File: config.mk
export PLATFORM = sky130hd
export DESIGN_NAME = tsmac_rxckli_fifo
export DESIGN_NICKNAME = d
export VERILOG_FILES = /design/src/rtl/tsmac_rxckli_fifo.sv
export SDC_FILE = /design/constraint.sdc
export NUM_CORES = 1
export LEC_CHECK = 0
export CORE_MARGIN = 2
export CORE_UTILIZATION = 35
export DETAILED_ROUTE_END_ITERATION = 16
export SETUP_SLACK_MARGIN = 0.02
export SLEW_MARGIN = 10
export SYNTH_ARGS = -nofsm -noshare
export SYNTH_HDL_FRONTEND = slang
export SYNTH_SLANG_ARGS = --single-unit
File: constraint.sdc
create_clock -name clk -period 2.65 [get_ports clk]
set_input_delay 0.6625 -clock clk [delete_from_list [all_inputs] [get_ports clk]]
set_output_delay 0.6625 -clock clk [all_outputs]
set_load 0.01 [all_outputs]
File: src/rtl/tsmac_rxckli_fifo.sv
// tsmac_rxckli_fifo
// Single-clock receive-side FIFO between the TSMAC receive logic and its
// downstream consumer. Registered full/empty and almost-full/almost-empty
// flags, one-cycle read latency by default.
// Optional feature macro: TSMAC_FIFO_OUTPUT_REG_EN adds a second output
// register stage after the read port (read latency becomes two cycles).
module tsmac_rxckli_fifo #(
  parameter int DATA_WIDTH       = 10,
  parameter int DEPTH_WIDTH      = 5,
  parameter int ALMOST_FULL_NUM  = 28,
  parameter int ALMOST_EMPTY_NUM = 4
) (
  input  logic                  clk,
  input  logic                  rst_n,
  input  logic [DATA_WIDTH-1:0] wr_data,
  input  logic                  wr_en,
  output logic                  wr_full,
  output logic                  almost_full,
  input  logic                  rd_en,
  output logic [DATA_WIDTH-1:0] rd_data,
  output logic                  rd_empty,
  output logic                  almost_empty
);

  localparam int                   DEPTH    = 1 << DEPTH_WIDTH;
  localparam logic [DEPTH_WIDTH:0] DEPTH_C  = {1'b1, {DEPTH_WIDTH{1'b0}}};
  localparam logic [DEPTH_WIDTH:0] ONE_C    = {{DEPTH_WIDTH{1'b0}}, 1'b1};
  localparam logic [DEPTH_WIDTH:0] ZERO_C   = {(DEPTH_WIDTH+1){1'b0}};
  localparam logic [DEPTH_WIDTH:0] AF_C     = (DEPTH_WIDTH+1)'(ALMOST_FULL_NUM);
  localparam logic [DEPTH_WIDTH:0] AE_C     = (DEPTH_WIDTH+1)'(ALMOST_EMPTY_NUM);

  // Storage array; deliberately not reset.
  logic [DATA_WIDTH-1:0] mem_q [DEPTH];

  logic [DEPTH_WIDTH:0]  wr_ptr_q, wr_ptr_d;
  logic [DEPTH_WIDTH:0]  rd_ptr_q, rd_ptr_d;
  logic [DEPTH_WIDTH:0]  count_q, count_d;
  logic [DATA_WIDTH-1:0] rd_data_q, rd_data_d;
  logic                  wr_full_q, wr_full_d;
  logic                  rd_empty_q, rd_empty_d;
  logic                  almost_full_q, almost_full_d;
  logic                  almost_empty_q, almost_empty_d;

  logic                  wr_accept_s;
  logic                  rd_accept_s;

  // Gate requests with the current registered flags only.
  assign wr_accept_s = wr_en & ~wr_full_q;
  assign rd_accept_s = rd_en & ~rd_empty_q;

  // Next-state for pointers, occupancy, read data and flags.
  always_comb begin
    wr_ptr_d       = wr_ptr_q;
    rd_ptr_d       = rd_ptr_q;
    count_d        = count_q;
    rd_data_d      = rd_data_q;

    if (wr_accept_s) begin
      wr_ptr_d = wr_ptr_q + ONE_C;
    end else begin
      wr_ptr_d = wr_ptr_q;
    end

    if (rd_accept_s) begin
      rd_ptr_d  = rd_ptr_q + ONE_C;
      rd_data_d = mem_q[rd_ptr_q[DEPTH_WIDTH-1:0]];
    end else begin
      rd_ptr_d  = rd_ptr_q;
      rd_data_d = rd_data_q;
    end

    case ({wr_accept_s, rd_accept_s})
      2'b10:   count_d = count_q + ONE_C;
      2'b01:   count_d = count_q - ONE_C;
      default: count_d = count_q;
    endcase

    // Flags describe occupancy after this edge.
    wr_full_d      = (count_d == DEPTH_C);
    rd_empty_d     = (count_d == ZERO_C);
    almost_full_d  = (count_d >= AF_C);
    almost_empty_d = (count_d <= AE_C);
  end

  // State, read-data and flag registers with synchronous active-low reset.
  always_ff @(posedge clk) begin
    if (!rst_n) begin
      wr_ptr_q       <= ZERO_C;
      rd_ptr_q       <= ZERO_C;
      count_q        <= ZERO_C;
      rd_data_q      <= {DATA_WIDTH{1'b0}};
      wr_full_q      <= 1'b0;
      rd_empty_q     <= 1'b1;
      almost_full_q  <= 1'b0;
      almost_empty_q <= 1'b1;
    end else begin
      wr_ptr_q       <= wr_ptr_d;
      rd_ptr_q       <= rd_ptr_d;
      count_q        <= count_d;
      rd_data_q      <= rd_data_d;
      wr_full_q      <= wr_full_d;
      rd_empty_q     <= rd_empty_d;
      almost_full_q  <= almost_full_d;
      almost_empty_q <= almost_empty_d;
    end
  end

  // Array write port; a reset cycle blocks any simultaneous write.
  always_ff @(posedge clk) begin
    if (rst_n && wr_accept_s) begin
      mem_q[wr_ptr_q[DEPTH_WIDTH-1:0]] <= wr_data;
    end
  end

`ifdef TSMAC_FIFO_OUTPUT_REG_EN
  logic [DATA_WIDTH-1:0] out_q;

  // Extra output stage: follows the read register every cycle.
  always_ff @(posedge clk) begin
    if (!rst_n) begin
      out_q <= {DATA_WIDTH{1'b0}};
    end else begin
      out_q <= rd_data_q;
    end
  end

  assign rd_data = out_q;
`else
  assign rd_data = rd_data_q;
`endif

  assign wr_full      = wr_full_q;
  assign rd_empty     = rd_empty_q;
  assign almost_full  = almost_full_q;
  assign almost_empty = almost_empty_q;

endmodule

Yosys cells after proc, flatten, opt, wreduce, memory -nomap -nowiden
Memories as Yosys holds them, arrays and structs flattened. A register that Yosys moved wholly into a read port is not among the register bits. Index checks and enable logic that the tools add are counted. W data, S select, Z words.

RAM bits: 320. Latch bits: 0. Memories: 1. Input bits: 14. Word-level logic and storage cells: 27. Output and inout port bits: 14. Memory bits (read-only): 0. Bits in registers: 22.

Memories: mem_q (depth 32, width 10, rd ports 1, clocked after Yosys merged registers in 1, wr ports 1, line 33) `logic [DATA_WIDTH-1:0] mem_q [DEPTH];`.

Equal/unequal tests: 3. Bitwise logic cells: 4. $lt $le $gt $ge: 2. Shift operators: 0. Reductions and logical operators: 3. Div/mod/pow operators: 0. Multiplexer cells: 3. Multiply operators: 0. $add $sub $neg: 4.

Operators with widths (number): $add A6 B1 Y6 const B (3); $pmux W6 S2 (1); $eq A6 B6 Y1 const B (1); $ge A6 B5 Y1 const B (1); $le A6 B3 Y1 const B (1); $logic_not A6 Y1 (1); $sub A6 B1 Y6 const B (1); $and A1 B1 Y1 (2); $eq A2 B1 Y1 const B (1); $eq A2 B2 Y1 const B (1); $mux W1 (2); $not A1 Y1 (2); $logic_and A1 B1 Y1 (1); $logic_not A1 Y1 (1).

Logic depth before layout (Yosys ltp)
Gate-level depths: netlist of the first run.

Depth in word-level cells: 5. Gate-level depth with buffers: 11. Mapped depth without buffers: 9.

Worst setup path after synthesis of the first run
No wires, ideal clock.

Path kind: in2reg. From: input wr_en. To: register almost_empty_q, in the netlist almost_empty. Stages on the path: 10. Setup slack: 78 ps. Arrival time: 2485 ps. Required time: 2563 ps. Path buffers: 1. Library setup time: 87 ps. Cell sequence: nor2b_2 > buf_2 > nor2_1 > xor2_1 > ha_1 > or3b_1 > nand4_1 > o221a_2 > nand4_1 > o31ai_1.

Cells in the longest elaborated chain, start to end: 4. Elaborated cells on any way between the ends: 5. Classes of those cells: 1 x order compare; 2 x eq/ne; 1 x mux; 1 x bitwise.

RTL lines: from (decl) (line 16) `input logic wr_en,`; $and A1 B1 Y1 * (line 48) `assign wr_accept_s = wr_en & ~wr_full_q;`; $eq A2 B1 Y1 or $eq A2 B2 Y1 (tied branches) (line 72) `case ({wr_accept_s, rd_accept_s})`; $pmux W6 S2 * (line 72); $le A6 B3 Y1 * (line 82) `almost_empty_d = (count_d <= AE_C);`; to (signal assigned) (line 104) `almost_empty_q <= almost_empty_d;`; to (decl) (line 42) `logic almost_empty_q, almost_empty_d;`.

Mark *: on every way between the ends. The rest lies on a longest branch, timed or not. A chain may end at the register's enable or synchronous reset.

Worst setup path after layout of the first run
Ends and elaborated chain as after synthesis.

==> results of run 1 <==
[power groups by stage]
stage | Sequential, mW | Combinational [mW] | Clock (mW)
after floorplan | 6.26 | 0.823 | 0
after global placement | 6.30 | 1.23 | 0
after detailed placement | 6.30 | 1.24 | 0
after CTS | 6.19 | 1.25 | 5.03
after global routing | 6.19 | 1.33 | 5.27
final | 6.18 | 1.23 | 4.92
[how the worst max path moves through the flow]
stage               start      endpoint  depth (start not counted)  slack [ns]
floorplan           wr_en  almost_empty                         10        0.08
global placement    rd_en  almost_empty                         10       -0.30
detailed placement  rd_en  almost_empty                         10       -0.30
CTS                 rd_en  almost_empty                         10        0.22
global route        rd_en       wr_full                         10        0.05
finish              wr_en  almost_empty                         10        0.19
[cell usage in the layout, fill, tap and decap left out, types with 5 or more instances in the layout]
cell type / Yosys / routed
a21oi_1: 6 / 6
a221oi_1: 10 / 10
a22o_1: 20 / 20
buf_12: 0 / 6
buf_4: 8 / 79
clkbuf_1: 7 / 5
clkbuf_16: 0 / 37
clkdlybuf4s50_1: 0 / 27
clkinv_1: 1 / 8
clkinv_2: 0 / 6
dfxtp_1: 30 / 27
edfxtp_1: 320 / 320
ha_1: 7 / 7
mux2_2: 10 / 10
mux2i_1: 61 / 61
mux4_2: 60 / 60
nand2_1: 23 / 23
nand3_1: 6 / 6
nand4_1: 6 / 6
nor2_1: 48 / 48
o21ai_1: 10 / 10
o221ai_1: 10 / 10
o31ai_1: 5 / 5
xor2_1: 7 / 7
[layout make-up]
class                           instances  area, um^2
Inverter                                6        22.5
Tap cell                              518         648
Fill cell                            3411       22500
Timing Repair Buffer                  112         983
Clock buffer                           45         986
Multi-Input combinational cell        335        3390
Clock inverter                         20         176
Sequential cell                       350       10200
[worst max-delay path, delay by kind of cell]
| family | cells | cell delay [ns] |
|---|---|---|
| compound gates | 2 | 0.49 |
| xor+xnor | 1 | 0.17 |
| fa+ha+maj | 1 | 0.20 |
| buf+inv | 1 | 0.39 |
| simple gates | 5 | 0.96 |
[routing by layer]
layer,wire length (um),vias to the layer above,global-route usage [%],share of wire (%)
met5,0,-,0,0
met4,762,0,4.61,2.6
met1,12700,3611,19.3,44
li1,-,3194,-,-
met3,1610,52,3.00,5.6
met2,13900,152,23.3,48
[cell families after synthesis]
group	share of synthesized area, %
buf+inv	1.93
fa+ha+maj	0.631
simple gates	3.78
xor+xnor	0.686
flops	73.6
mux	15.0
compound gates	4.42
[registers in the layout, summed over array words and instances (netlist names)]
| signal | flops |
|---|---|
| rd_ptr_q | 5 |
| rd_data | 10 |
| wr_full | 1 |
| mem_q | 320 |
| almost_full | 1 |
| rd_empty | 1 |
| count_q | 6 |
| wr_ptr_q | 5 |
| almost_empty | 1 |
[per-stage QoR]
stage,TNS [ns],util [%],instances
6_report,0,42.2,1386
5_1_grt,0,42.2,1386
4_1_cts,0,42.2,1386
3_5_place_dp,-1.16,39.2,1321
3_3_place_gp,-1.14,39.2,1321
2_1_floorplan,0,-,729
==> impl_results.md, run 1 <==
* Clock Pin Slew Worst Setup and Hold Paths at 0.06 ns
* Post-synth top cells: edfxtp_1 (320), mux2i_1 (61), mux4_2 (60), nor2_1 (48), dfxtp_1 (30)
* Worst R2R Path Depth at 5
* Worst reg2reg path endpoint: rd_data[6]
* Longest Clk Path Bufs at 3
* Hold Path Class: flop to flop
* Site row count at 72
* Post-synth EDFFs at 320
* Endpoint, Worst Hold: rd_data[6]
* Startpoint Class: primary input
* Post-synth cell types at 52
* First-pass GRT wire length at 43900 um
* GPL Wtd Cong at 0.807
* Post-synth top area cell: edfxtp_1
* R2r startpoint: rd_ptr_q[0]
* Port Buf Inserts at 27
* Ys async rst share at 0%
* Maximum level of the CTS H-tree at 2
* Final setup viols at 0
* P_leak at 5.17 nW
* Req. time, crit path at 3.07 ns
* CTS tree: yes
* Largest net degree at the start of global routing at 33
* Max frequency at 407 MHz
* Worst R2R Setup Slack at 0.35 ns
* Combinational power share at 9.9%
* Setup Fix Bufs, Post-CTS at 0
* Status: finished clean
* Die area at 41200 um^2
* Hold path cells at 2
* Net count, final at 863
* Hold_ws at 0.454 ns
* Routed Antenna Nets at 0
* Setup WS post-layout at 0.194 ns
* Clk pwr share at 39.9%
* Num CTS Buffers at 37
* HPWL after DPL at 18400 um
* Area growth syn-to-layout at 18.4%
* Sequential share of power at 50.2%
* Clk sinks at 350
* Min-delay src: rd_data[6]
* DR iter-0 viols at 674
* Worst path most repeated cell: nand4_1
* Root Driver: clkbuf_16
* Register bit total from synthesis at 350
* CORE AREA at 38900 um^2
* Slew headroom at 32.5%
* Gr ovfl total at 0
* Main flop type after synthesis: edfxtp_1
* Ant diodes at 0
* Gate Count Post-Synth at 729
* Fin. max-slew vios at 0
* Initial antenna violation count at 0
* Slew @ Worst Pin at 1.01 ns
* Synth warnings at 0
* PD cells at 750 nW/um^2
* Crit Path Category: primary input to flop
* Seq/Total Area, Yosys at 73.6%
* Max-cap violation count at 0
* Worst skew pair latency at 0.51 ns
* Chip Height at 203 um
* Clock skew at 0.0165 ns
* Internal power at 9.64 mW
* WL per Instance at 20.9 um
* Post-route DRC at 0
* Slowest CP cell: clkdlybuf4s50_1
* Post-synth top area share at 69.3%
* GRT Total Usage at 14.3%
* RSZ-0062 raised after global routing: false
* Worst VDD drop at 0.345 mV
* Vias per inst at 5.06
* Mapped cell area at 13900 um^2
* Critical path peak fanout at 3
* Post-CTS Hold Buffers at 0
* Largest cells by area after synthesis: edfxtp_1 (69%), mux4_2 (9.7%), mux2i_1 (4.4%)
* Cell area after layout at 16400 um^2
* Hold Vio Cnt, Final at 0
* NetSw at 2.69 mW
* Boundary pin count at 28
* Post-Syn Area per Cell at 19.0 um^2
* Drt total wl at 29000 um
* Chip width at 203 um
* Crit path capture type: flop
* Pre-antenna DRT Iters at 4
* Most common cell in the netlist: edfxtp_1
* Ratio of cells with drive above 1 in the final layout at 25.8%
* Via count at 7009
* CP Data Arrival Time at 2.88 ns
* Final min period at 2.46 ns
* Net Sw Frac at 21.8%
* Placement Cell Area at 15300 um^2
* Initial Utilization at 35.6%
* Final Cycle Share at 92.7%
* CTS resizes at 0
* Crit-path cells: clkdlybuf4s50_1, nor2b_2, nor2_1, xor2_1, ha_1, or3b_1, nand4_1, o221a_2, nand4_1, o31ai_1
* Vias in the first global route at 7108
* Pre-CTS setup slack at -0.297 ns
* CP peak stage delay at 0.39 ns
* Net Count, Synth at 750
* Final Total Pwr at 12.3 mW
Note: power is estimated with default switching activity, not from simulation.
==> run 2: changes to the inputs <==
--- a/config.mk
+++ b/config.mk
@@ -5,9 +5,9 @@
 export SDC_FILE = /design/constraint.sdc
 export NUM_CORES = 1
 export LEC_CHECK = 0
-export CORE_MARGIN = 2
 export CORE_UTILIZATION = 35
 export DETAILED_ROUTE_END_ITERATION = 16
+export HOLD_SLACK_MARGIN = 0.05
 export SETUP_SLACK_MARGIN = 0.02
 export SLEW_MARGIN = 10
 export SYNTH_ARGS = -nofsm -noshare
==> impl_results.md, run 2 (same netlist as run 1, synthesis figures left out) <==
* Status: finished clean
* HPWL after DPL at 18000 um
* CTS tree: yes
* Port Buf Inserts at 27
* CTS resizes at 0
* Gr ovfl total at 0
* GRT Total Usage at 14.3%
* Final Cycle Share at 92.6%
* Crit path capture type: flop
* Net count, final at 856
* Hold Path Class: flop to flop
* Max frequency at 408 MHz
* Crit-path cells: clkdlybuf4s50_1, nand2b_1, nor2_1, xor2_1, ha_1, or3b_1, nand4_1, o221a_2, nand4_1, o31ai_1
* CORE AREA at 38800 um^2
* WL per Instance at 20.8 um
* GPL Wtd Cong at 0.804
* CP peak stage delay at 0.45 ns
* Clk sinks at 350
* Slowest CP cell: clkdlybuf4s50_1
* Internal power at 9.54 mW
* Most common cell after layout, fill and taps aside: edfxtp_1
* Site row count at 72
* RSZ-0062 raised after global routing: false
* Most frequent cells in the layout: edfxtp_1 (320), buf_4 (74), mux2i_1 (61)
* DR iter-0 viols at 529
* PD cells at 752 nW/um^2
* Ant diodes at 0
* Initial antenna violation count at 0
* Worst skew pair latency at 0.52 ns
* Max reg flops at 320
* CP Data Arrival Time at 2.87 ns
* Req. time, crit path at 3.07 ns
* Sequential share of power at 50.2%
* Fillers at 3353
* Longest Clk Path Bufs at 3
* Area growth syn-to-layout at 17.9%
* Die area at 40400 um^2
* Max-cap violation count at 0
* Routed Antenna Nets at 0
* Final min period at 2.45 ns
* Crit Path Category: primary input to flop
* P_leak at 5.12 nW
* Chip width at 201 um
* Net Sw Frac at 22.5%
* Vias per inst at 5.00
* Register area at 10200 um^2
* First-pass GRT wire length at 43600 um
* Slew @ Worst Pin at 0.733 ns
* Vias in the first global route at 6942
* Multi-input logic area at 3390 um^2
* Clk pwr share at 39.8%
* Startpoint Class: primary input
* Worst path most repeated cell: nand4_1
* Fin. max-slew vios at 0
* Crit path max-delay family: simple AND/OR/NAND/NOR gates
* Via count at 6894
* Clock Pin Slew Worst Setup and Hold Paths at 0.06 ns
* Final setup viols at 0
* Boundary pin count at 28
* Post-route DRC at 0
* Fin Setup TNS at 0 ns
* Largest net degree at the start of global routing at 46
* Hold Vio Cnt, Final at 0
* Critical path peak fanout at 3
* Slew headroom at 50.9%
* Maximum level of the CTS H-tree at 2
* Worst Path Buf+Inv at 1
* Combinational power share at 10.0%
* Ratio of cells with drive above 1 in the final layout at 25.3%
* Chip Height at 201 um
* Root Driver: clkbuf_16
* Worst VDD drop at 0.404 mV
* Clock skew at 0.0220 ns
* Initial Utilization at 35.7%
* Post-route insts no fill at 1380
* Post-CTS Hold Buffers at 0
* Placed insts at 1315
* Drt total wl at 28700 um
* Num CTS Buffers at 36
* Setup Fix Bufs, Post-CTS at 0
* NetSw at 2.76 mW
* Pre-antenna DRT Iters at 5
-- run 2: cell types whose count changed in the layout (fill, tap and decap cells not counted) --
cell,change
bufinv_16,-1
clkinv_1,-3
clkbuf_1,+3
clkinvlp_4,+2
buf_4,-5
clkbuf_16,-1
clkinv_2,-4
clkbuf_8,+1
buf_12,-1
inv_6,+2
clkinv_8,+1
-- run 2: metrics by stage --
step / worst slack, ns / area, um^2 / hold WS (ns) / util, % / power [mW]
2_1_floorplan: 0.0781 / 13900 / 0.470 / - / 7.08
3_3_place_gp: -0.284 / 15200 / 0.443 / 39.2 / 7.54
3_5_place_dp: -0.281 / 15200 / 0.445 / 39.2 / 7.55
4_1_cts: 0.233 / 16400 / 0.454 / 42.1 / 12.4
5_1_grt: 0.0264 / 16400 / 0.478 / 42.1 / 12.7
6_report: 0.197 / 16400 / 0.449 / 42.1 / 12.3
-- run 2: worst reg2reg max path, cell delays in order (launching register included) --
cell and delay [ns]:
dfxtp_1 0.30, nand2b_1 0.15, nor2_1 0.17, xor2_1 0.19, ha_1 0.21, or3b_1 0.34
nand4_1 0.12, o221a_2 0.23, nand4_1 0.17, o31ai_1 0.26
-- run 2: per-layer routing --
layer  wire length [um]  GRT usage, %  vias up  share of wire [%]
met4                475          3.46        0                1.7
li1                   -             -     3170                  -
met3               1160          2.29       41                4.1
met1              13100          20.3     3548                 46
met5                  0             0        -                  0
met2              13900          23.1      135                 48
-- run 2: area by class of cell --
type | instances | share of cell area (%)
well taps | 518 | 3.96
flip-flops and latches | 350 | 62.5
inverters | 6 | 0.138
repair buffers | 106 | 5.66
multi-input cells | 335 | 20.7
clock inverters | 17 | 1.00
clock buffers | 48 | 6.03
-- run 2: power by group through the flow --
stage,sequential [mW],combinational [mW],clock (mW)
after global routing,6.19,1.33,5.20
after CTS,6.18,1.25,5.01
after detailed placement,6.30,1.25,0
final,6.18,1.23,4.89
after floorplan,6.26,0.823,0
after global placement,6.30,1.24,0
-- run 2: final timing paths --
check	start	end	slack [ns]	depth (start not counted)
setup / recovery	rd_en	almost_empty	0.20	10
hold / removal	rd_data[0]	rd_data[0]	0.45	2
setup reg to reg	rd_empty	almost_empty	0.43	9
hold reg to reg	rd_data[0]	rd_data[0]	0.45	2
